===== src/rtl/fifo_pkg.sv =====
// rtl/fifo_pkg.sv - shared async-FIFO helpers: depth derivation and Gray/binary conversion
package fifo_pkg;

  // Widest pointer the helpers handle; narrower pointers are zero-extended in.
  localparam int unsigned MAXW = 32;

  function automatic int unsigned depth_of(input int unsigned addr_size);
    return 32'd1 << addr_size;
  endfunction

  // Zero-extension is harmless: leading zeros map to leading zeros in both directions,
  // so one wide function serves every pointer width.
  function automatic logic [MAXW-1:0] bin2gray(input logic [MAXW-1:0] b);
    return b ^ (b >> 1);
  endfunction

  function automatic logic [MAXW-1:0] gray2bin(input logic [MAXW-1:0] g);
    logic [MAXW-1:0] b;
    b = g;
    for (int i = 1; i < MAXW; i++) begin
      b = b ^ (g >> i);
    end
    return b;
  endfunction

endpackage


===== src/rtl/wptr_full_ctrl_gray2bin_conv.sv =====
// rtl/wptr_full_ctrl_gray2bin_conv.sv - combinational Gray-to-binary XOR-prefix converter
module gray2bin_conv #(
  parameter int W = 5
) (
  input  logic [W-1:0] gray_i,
  output logic [W-1:0] bin_o
);

  logic acc;

  // Each binary bit is the XOR of all Gray bits at and above it.
  always_comb begin
    bin_o = '0;
    acc   = 1'b0;
    for (int i = W - 1; i >= 0; i--) begin
      acc      = acc ^ gray_i[i];
      bin_o[i] = acc;
    end
  end

endmodule


===== src/rtl/wptr_full_ctrl.sv =====
// rtl/wptr_full_ctrl.sv - write-domain pointer, full/almost-full, level and overflow controller
module wptr_full_ctrl
  import fifo_pkg::*;
#(
  parameter int ADDR_SIZE    = 4,
  parameter int AFULL_THRESH = 2
) (
  input  logic                 clk,
  input  logic                 rst_n,
  input  logic                 winc,
  input  logic                 clr_ovf,
  input  logic [ADDR_SIZE:0]   wq2_rptr,
  output logic [ADDR_SIZE:0]   wptr,
  output logic [ADDR_SIZE-1:0] waddr,
  output logic                 wen,
  output logic                 wfull,
  output logic                 walmost_full,
  output logic [ADDR_SIZE:0]   wlevel,
  output logic                 wovf
);

  localparam int          PW          = ADDR_SIZE + 1;
  localparam int unsigned DEPTH       = depth_of(ADDR_SIZE);
  localparam logic [PW-1:0] AFULL_LEVEL = PW'(DEPTH - AFULL_THRESH);

  logic [PW-1:0] wbin_q, wbin_d;
  logic [PW-1:0] wptr_q, wgray_d;
  logic [PW-1:0] wlevel_q, wlevel_d;
  logic          wfull_q, wfull_d;
  logic          wafull_q, wafull_d;
  logic          wovf_q, wovf_d;
  logic          accept;
  logic [PW-1:0] rbin_sync;
  logic [PW-1:0] full_match;

  gray2bin_conv #(.W(PW)) u_rptr_g2b (
    .gray_i (wq2_rptr),
    .bin_o  (rbin_sync)
  );

  // Next pointers and status, all computed from the post-write pointer so that
  // full asserts on the same edge that accepts the last free slot.
  always_comb begin
    accept     = winc & ~wfull_q;
    wbin_d     = wbin_q + {{(PW-1){1'b0}}, accept};
    wgray_d    = PW'(bin2gray(MAXW'(wbin_d)));
    full_match = {~wq2_rptr[ADDR_SIZE -: 2], wq2_rptr[ADDR_SIZE-2:0]};
    wfull_d    = (wgray_d == full_match);
    wlevel_d   = wbin_d - rbin_sync;
    wafull_d   = (wlevel_d >= AFULL_LEVEL);
    wovf_d     = wovf_q;
    if (clr_ovf) begin
      wovf_d = 1'b0;
    end
    if (winc && wfull_q) begin
      wovf_d = 1'b1;
    end
  end

  // Pointer and status registers; wptr leaves straight from its flop for the CDC path.
  always_ff @(posedge clk or negedge rst_n) begin
    if (!rst_n) begin
      wbin_q   <= '0;
      wptr_q   <= '0;
      wlevel_q <= '0;
      wfull_q  <= 1'b0;
      wafull_q <= 1'b0;
      wovf_q   <= 1'b0;
    end else begin
      wbin_q   <= wbin_d;
      wptr_q   <= wgray_d;
      wlevel_q <= wlevel_d;
      wfull_q  <= wfull_d;
      wafull_q <= wafull_d;
      wovf_q   <= wovf_d;
    end
  end

  // Reset gates only the memory strobe; the state flops are already held by reset.
  assign wen          = accept & rst_n;
  assign waddr        = wbin_q[ADDR_SIZE-1:0];
  assign wptr         = wptr_q;
  assign wfull        = wfull_q;
  assign walmost_full = wafull_q;
  assign wlevel       = wlevel_q;
  assign wovf         = wovf_q;

endmodule


===== config.mk =====
export PLATFORM = sky130hd
export DESIGN_NAME = wptr_full_ctrl
export DESIGN_NICKNAME = d
export VERILOG_FILES = /design/src/rtl/fifo_pkg.sv /design/src/rtl/wptr_full_ctrl_gray2bin_conv.sv /design/src/rtl/wptr_full_ctrl.sv
export SDC_FILE = /design/constraint.sdc
export NUM_CORES = 1
export LEC_CHECK = 0
export CAP_MARGIN = 25
export CELL_PAD_IN_SITES_DETAIL_PLACEMENT = 0
export CELL_PAD_IN_SITES_GLOBAL_PLACEMENT = 2
export CORE_MARGIN = 10
export CORE_UTILIZATION = 30
export DETAILED_ROUTE_END_ITERATION = 8
export PLACE_DENSITY = 0.74
export SYNTH_ARGS = -nofsm -noshare
export SYNTH_HDL_FRONTEND = slang
export SYNTH_HIERARCHICAL = 1
export SYNTH_SLANG_ARGS = --single-unit

===== constraint.sdc =====
create_clock -name clk -period 2.76 [get_ports clk]
set_input_delay 0.552 -clock clk [delete_from_list [all_inputs] [get_ports clk]]
set_output_delay 0.552 -clock clk [all_outputs]
set_load 0.05 [all_outputs]

==> results of run 1 <==
path summary, 6_finish.rpt:
check,start,end,slack [ps],cells past startpoint
min in group asynchronous,rst_n,wbin_q[1],630,2
max in group asynchronous,rst_n,wlevel[4],1950,2
worst max-delay path,wq2_rptr[1],walmost_full,110,10
worst max register to register,wfull,wfull,470,8
worst min-delay path,wovf,wovf,530,2
worst min register to register,wovf,wovf,530,2
logic make-up (layout without fill, tap and decap cells):
| logic type | Yosys count | in the layout |
|---|---|---|
| buf+inv | 13 | 59 |
| xor+xnor | 23 | 23 |
| flops | 17 | 17 |
| fa+ha+maj | 7 | 7 |
| simple gates | 14 | 14 |
| compound gates | 11 | 11 |
cells in the final DEF, fill, tap and decap left out, types with 2 or more instances in the layout:
cell,count
a21oi_1,3
nand2_1,4
ha_1,4
xnor2_1,12
dfrtp_1,17
a21o_1,2
clkbuf_4,3
buf_4,19
clkdlybuf4s50_1,25
inv_1,10
xor2_1,8
nand3_1,3
flip-flops by register name, summed over array words and instances (netlist names):
name,count
wptr,4
wovf,1
walmost_full,1
wbin_q,5
wlevel,5
wfull,1
cell type report:
type / instances / area share (%)
clock buffer: 4 / 1.768
inverter: 10 / 2.525
multi-input combinational: 55 / 35.61
sequential: 17 / 28.62
tap: 44 / 3.704
timing repair buffer: 45 / 27.78
routing by layer:
layer / vias up / GRT usage [%] / share of wire (%)
met3: 4 / 2.331 / 5.9
met4: 0 / 4.380 / 2.3
met5: - / 0 / 0
li1: 368 / - / -
met1: 358 / 8.602 / 43
met2: 17 / 14.13 / 49
worst reg2reg max path, stage by stage (launching register included):
cell      delay (ps)
dfrtp_1          430
nor2b_4          140
ha_2             210
ha_4             160
and4b_1          200
o21ai_2          190
a21oi_1          110
or4_4            490
a221oi_2         280
through the flow:
stage | worst slack, ps | cells
final | 107.7 | 175
after global routing | -7.437 | 175
after CTS | 17.37 | 174
after detailed placement | -361.3 | 170
after global placement | -381.3 | 170
after floorplan | 93.53 | 85
what timing repair did:
item / CTS / global route
resized for setup: 1 / 6
pin swaps: 0 / 3
buffers inserted: 0 / 1
setup endpoints to repair: 1 / 2
==> run metrics, run 1 <==
largest net degree at the start of global routing 18; via/cell ratio 4.269; main combinational cell family by area after synthesis XOR/XNOR gates; FP Rows 20; fin. max-slew vios 0; Mapped Area 984.7 µm²; Post-synth ARST share 100.0%; DP HPWL about 1900 µm; syn_area_per_cell 11.58 µm²; Final TNS setup 0 ps; WS Path Type primary input to flip-flop; Max-slew headroom 66.11%; final instance area 1486 µm²; first-pass GRT wire length around 4000 µm; top-count cell post-synth dfrtp_1; Slew @ Worst Pin 506.8 ps; area share of and/or/nand/nor cells after synthesis 9.657%; CTS Hold Buffers Added 0; family with the most delay on the worst path XOR/XNOR gates; fmax 0.3770 GHz; worst-path fanout max 2; FF/Latch Area 425.4 µm²; crit path time final 2652 ps; average wire per standard cell 12.86 µm; vias in the first global route 845; grt total ovfl 0; worst hold path type flip-flop to flip-flop; number of flops mapped to enable cells by yosys 0; DRC Markers 0; sequence of cells on the critical path clkdlybuf4s50_1 -> xnor2_2 -> xnor3_1 -> ha_1 -> fa_1 -> inv_1 -> a21o_1 -> a21oi_1 -> xnor2_1 -> a31o_2; core area slightly above 3000 µm²; antenna diode count 0; Die ar. around 6000 µm²; yosys warns 6; Clock Tree Buf Depth 2; fin crit share 96.10%; drt first pass iters 4; clk_lat worst skew 290 ps; status finished clean; final core utilization 47.90%; CTS buffer count 3; slowest stage delay, CP 480 ps; cell at the slowest stage of the critical path clkdlybuf4s50_1; Post-DRT Antenna Nets 0; WHS 534.2 ps; cell taking the most area after synthesis dfrtp_1; Synth Net Count roughly 100; area of the multi-input gates 529.3 µm²; area delta synth->final 50.95%; Worst-path clk slew 100 ps; Detailed Route WL 2251 µm; buffers added on ports 26; Setup-failing EPs final 0; Crit path required time 2950 ps; clock skew 2.274 ps; synth top area cells dfrtp_1, xnor2_1, ha_1, xor2_1, inv_1; Total GRT Usage 8.119%; Synth Area in Compound Gates 8.386%; Final Hold Vio Count 0; worst path buffer plus inverter count 2; crit path DAT 2840 ps; synth cell count leaders dfrtp_1, xnor2_1, inv_1; first-iteration detailed-routing DRC count 22; CP endpoint kind flip-flop; initial core utilization between 30% and 40%; # fillers 328; Startpoint Class primary input; initial antenna violation count 0; Synth Area in XOR/XNOR 22.62%; Die H slightly below 80 µm; flops & latches, synth 17; Netlist cell types 27; area post-placement 1419 µm²; CTS sink count 17; H-tree levels 1; final net count 148; CTS tree built; die width just under 80 µm; share of the synthesized area in the top cell type 43.20%; sequential element share of the synthesized area 43.20%; Mapped Cells 85; Post-Synth Adder-Cell Area under 10%; mux contribution to synthesized area 0%; ys flop type dfrtp_1; fraction of layout cells with a size suffix above 1 26.72%; Via Count about 750; Max Cap Viol 0; Placer Congestion 0.8303; io pins 27; root buf cell clkbuf_4
Power of run 1 is not shown: default switching activity piles up to over one toggle a cycle in this logic, so the estimate is an artifact.
==> run 2, diff against run 1 <==
--- a/config.mk
+++ b/config.mk
@@ -10,6 +10,7 @@
 export CELL_PAD_IN_SITES_GLOBAL_PLACEMENT = 2
 export CORE_MARGIN = 10
 export CORE_UTILIZATION = 30
+export CTS_BUF_LIST = sky130_fd_sc_hd__clkbuf_16
 export DETAILED_ROUTE_END_ITERATION = 8
 export PLACE_DENSITY = 0.74
 export SYNTH_ARGS = -nofsm -noshare
==> run 2 against run 1 <==
  * Sequential cell count is the same
  * First-iteration DRC count grew 18%
  * Worst setup slack gained 9.2 ps
  * Cell count is the same
  * Wire length grew 0.98%
  * Die area is the same
  * Count of clock-buffer cells in the layout shrank 1
  * Maximum frequency grew 0.35%
  * Global-route usage grew 0.14 points
  * Highest routed layer unchanged
==> run metrics, run 2 (same netlist as run 1, synthesis figures left out) <==
fraction of layout cells with a size suffix above 1 27.48% (+0.76 points); first-pass GRT wire length 4015 µm (+0.50%); Crit path required time 2900 ps (-50 ps); Placer Congestion 0.8303 (unchanged); sequence of cells on the critical path clkdlybuf4s50_1 -> xnor2_2 -> xnor3_1 -> ha_1 -> fa_2 -> inv_1 -> a21o_1 -> a21oi_1 -> xnor2_1 -> a31o_2; worst hold path type flip-flop to flip-flop; fin crit share 95.76% (-0.33 points); Final TNS setup 0 ps (unchanged); Max-slew headroom 66.11% (unchanged); clock skew 1.204 ps (-1.071 ps); DRC Markers 0 (unchanged); cell at the slowest stage of the critical path clkdlybuf4s50_1; # fillers 318 (-3.0%); Startpoint Class primary input; initial core utilization 31.73% (unchanged); Detailed Route WL 2273 µm (+0.98%); worst-path fanout max 2 (unchanged); average wire per standard cell 12.99 µm (+0.98%); CTS buffer count 3 (unchanged); family with the most delay on the worst path XOR/XNOR gates; r2r startpoint wfull; buffers added on ports 26 (unchanged); Final Hold Vio Count 0 (unchanged); io pins 27 (unchanged); slowest stage delay, CP 480 ps (about the same); post-route insts no fill 175 (unchanged); grt total ovfl 0 (unchanged); drt first pass iters 3 (-1); Hold EP wovf; min-delay src wovf; area delta synth->final 57.56%; largest net degree at the start of global routing 18 (unchanged); crit path DAT 2780 ps (-60 ps); Max Cap Viol 0 (unchanged); Die ar. 5974 µm² (unchanged); Post-DRT Antenna Nets 0 (unchanged); vias in the first global route 848 (+0.36%); root buf cell clkbuf_16; first-iteration detailed-routing DRC count 26 (+18%); crit path time final 2643 ps (-9.210 ps); number of cells on the worst hold path 2 (unchanged); final core utilization 50.00% (+2.1 points); fin. max-slew vios 0 (unchanged); clk_lat worst skew 250 ps (-40 ps); H-tree levels 1 (unchanged); Die H 77.29 µm (unchanged); via/cell ratio 4.257 (-0.27%); Worst R2R End wfull; Setup-failing EPs final 0 (unchanged); core area 3103 µm² (unchanged); Worst-path clk slew 50 ps (-50 ps); Clock Tree Buf Depth 2 (unchanged); Slew @ Worst Pin 506.8 ps (+0.0001192 ps); CTS tree built; worst path buffer plus inverter count 2 (unchanged); antenna diode count 0 (unchanged); WS Path Type primary input to flip-flop; Via Count 745 (-0.27%); DP HPWL 1885 µm (unchanged); final net count 148 (unchanged); placed insts 170 (unchanged); fmax 0.3783 GHz (+0.35%); R2R setup slack 520 ps (+50 ps); initial antenna violation count 0 (unchanged); most frequent cells in the layout clkdlybuf4s50_1, buf_4, dfrtp_1; Total GRT Usage 8.262% (+0.14 points); CTS sink count 17 (unchanged); Worst Reg2Reg Path Length in Cells 8 (unchanged); commonest non-fill, non-tap cell in the layout clkdlybuf4s50_1; die width 77.29 µm (unchanged); FP Rows 20 (unchanged); CP endpoint kind flip-flop; status finished clean
## run 2: tightest hold or removal path, stage by stage, from the launching register on
cell and delay (ps):
dfrtp_1 370, inv_1 50, o21ai_0 60
## run 2: layout make-up
cell class | instances | area, µm² | share of cell area (%)
multi-input combinational | 55 | 541.8 | 34.92
inverter | 10 | 37.54 | 2.419
timing repair buffer | 45 | 412.9 | 26.61
clock inverter | 1 | 3.754 | 0.2419
tap | 44 | 55.05 | 3.548
sequential | 17 | 425.4 | 27.42
clock buffer | 3 | 75.07 | 4.839
## run 2: worst max-delay path by stage
stage	from	end	slack, ps	cells past startpoint
2_1_floorplan	wfull	walmost_full	90	10
3_3_place_gp	winc	wfull	-380	9
3_5_place_dp	winc	wfull	-360	9
4_1_cts	winc	wfull	30	9
5_1_grt	wq2_rptr[2]	walmost_full	-3	10
6_report	wq2_rptr[2]	walmost_full	120	10
## run 2: repair_timing
action | 4_1_cts | 5_1_grt
setup endpoints to repair | 2 | 2
hold buffers | 0 | 0
pin swaps | 0 | 4
buffers inserted | 0 | 1
gates resized for setup | 3 | 6
## run 2: through the flow
stage / hold WS [ps] / setup slack [ps] / instance area, µm²
5_1_grt: 558.3 / -3.217 / 1551
3_3_place_gp: 505.7 / -381.3 / 1419
2_1_floorplan: 256.4 / 93.53 / 984.7
4_1_cts: 536.2 / 32.02 / 1508
3_5_place_dp: 512.0 / -361.3 / 1419
6_report: 527.4 / 116.9 / 1551
## run 2: routing by layer
layer	vias to the layer above	track usage (%)	wire length (µm)
met3	5	2.681	140
met2	18	14.05	1093
met1	353	8.669	975
li1	369	-	-
met5	-	0	0
met4	0	4.927	63
Power of run 2 is left out for the same reason.
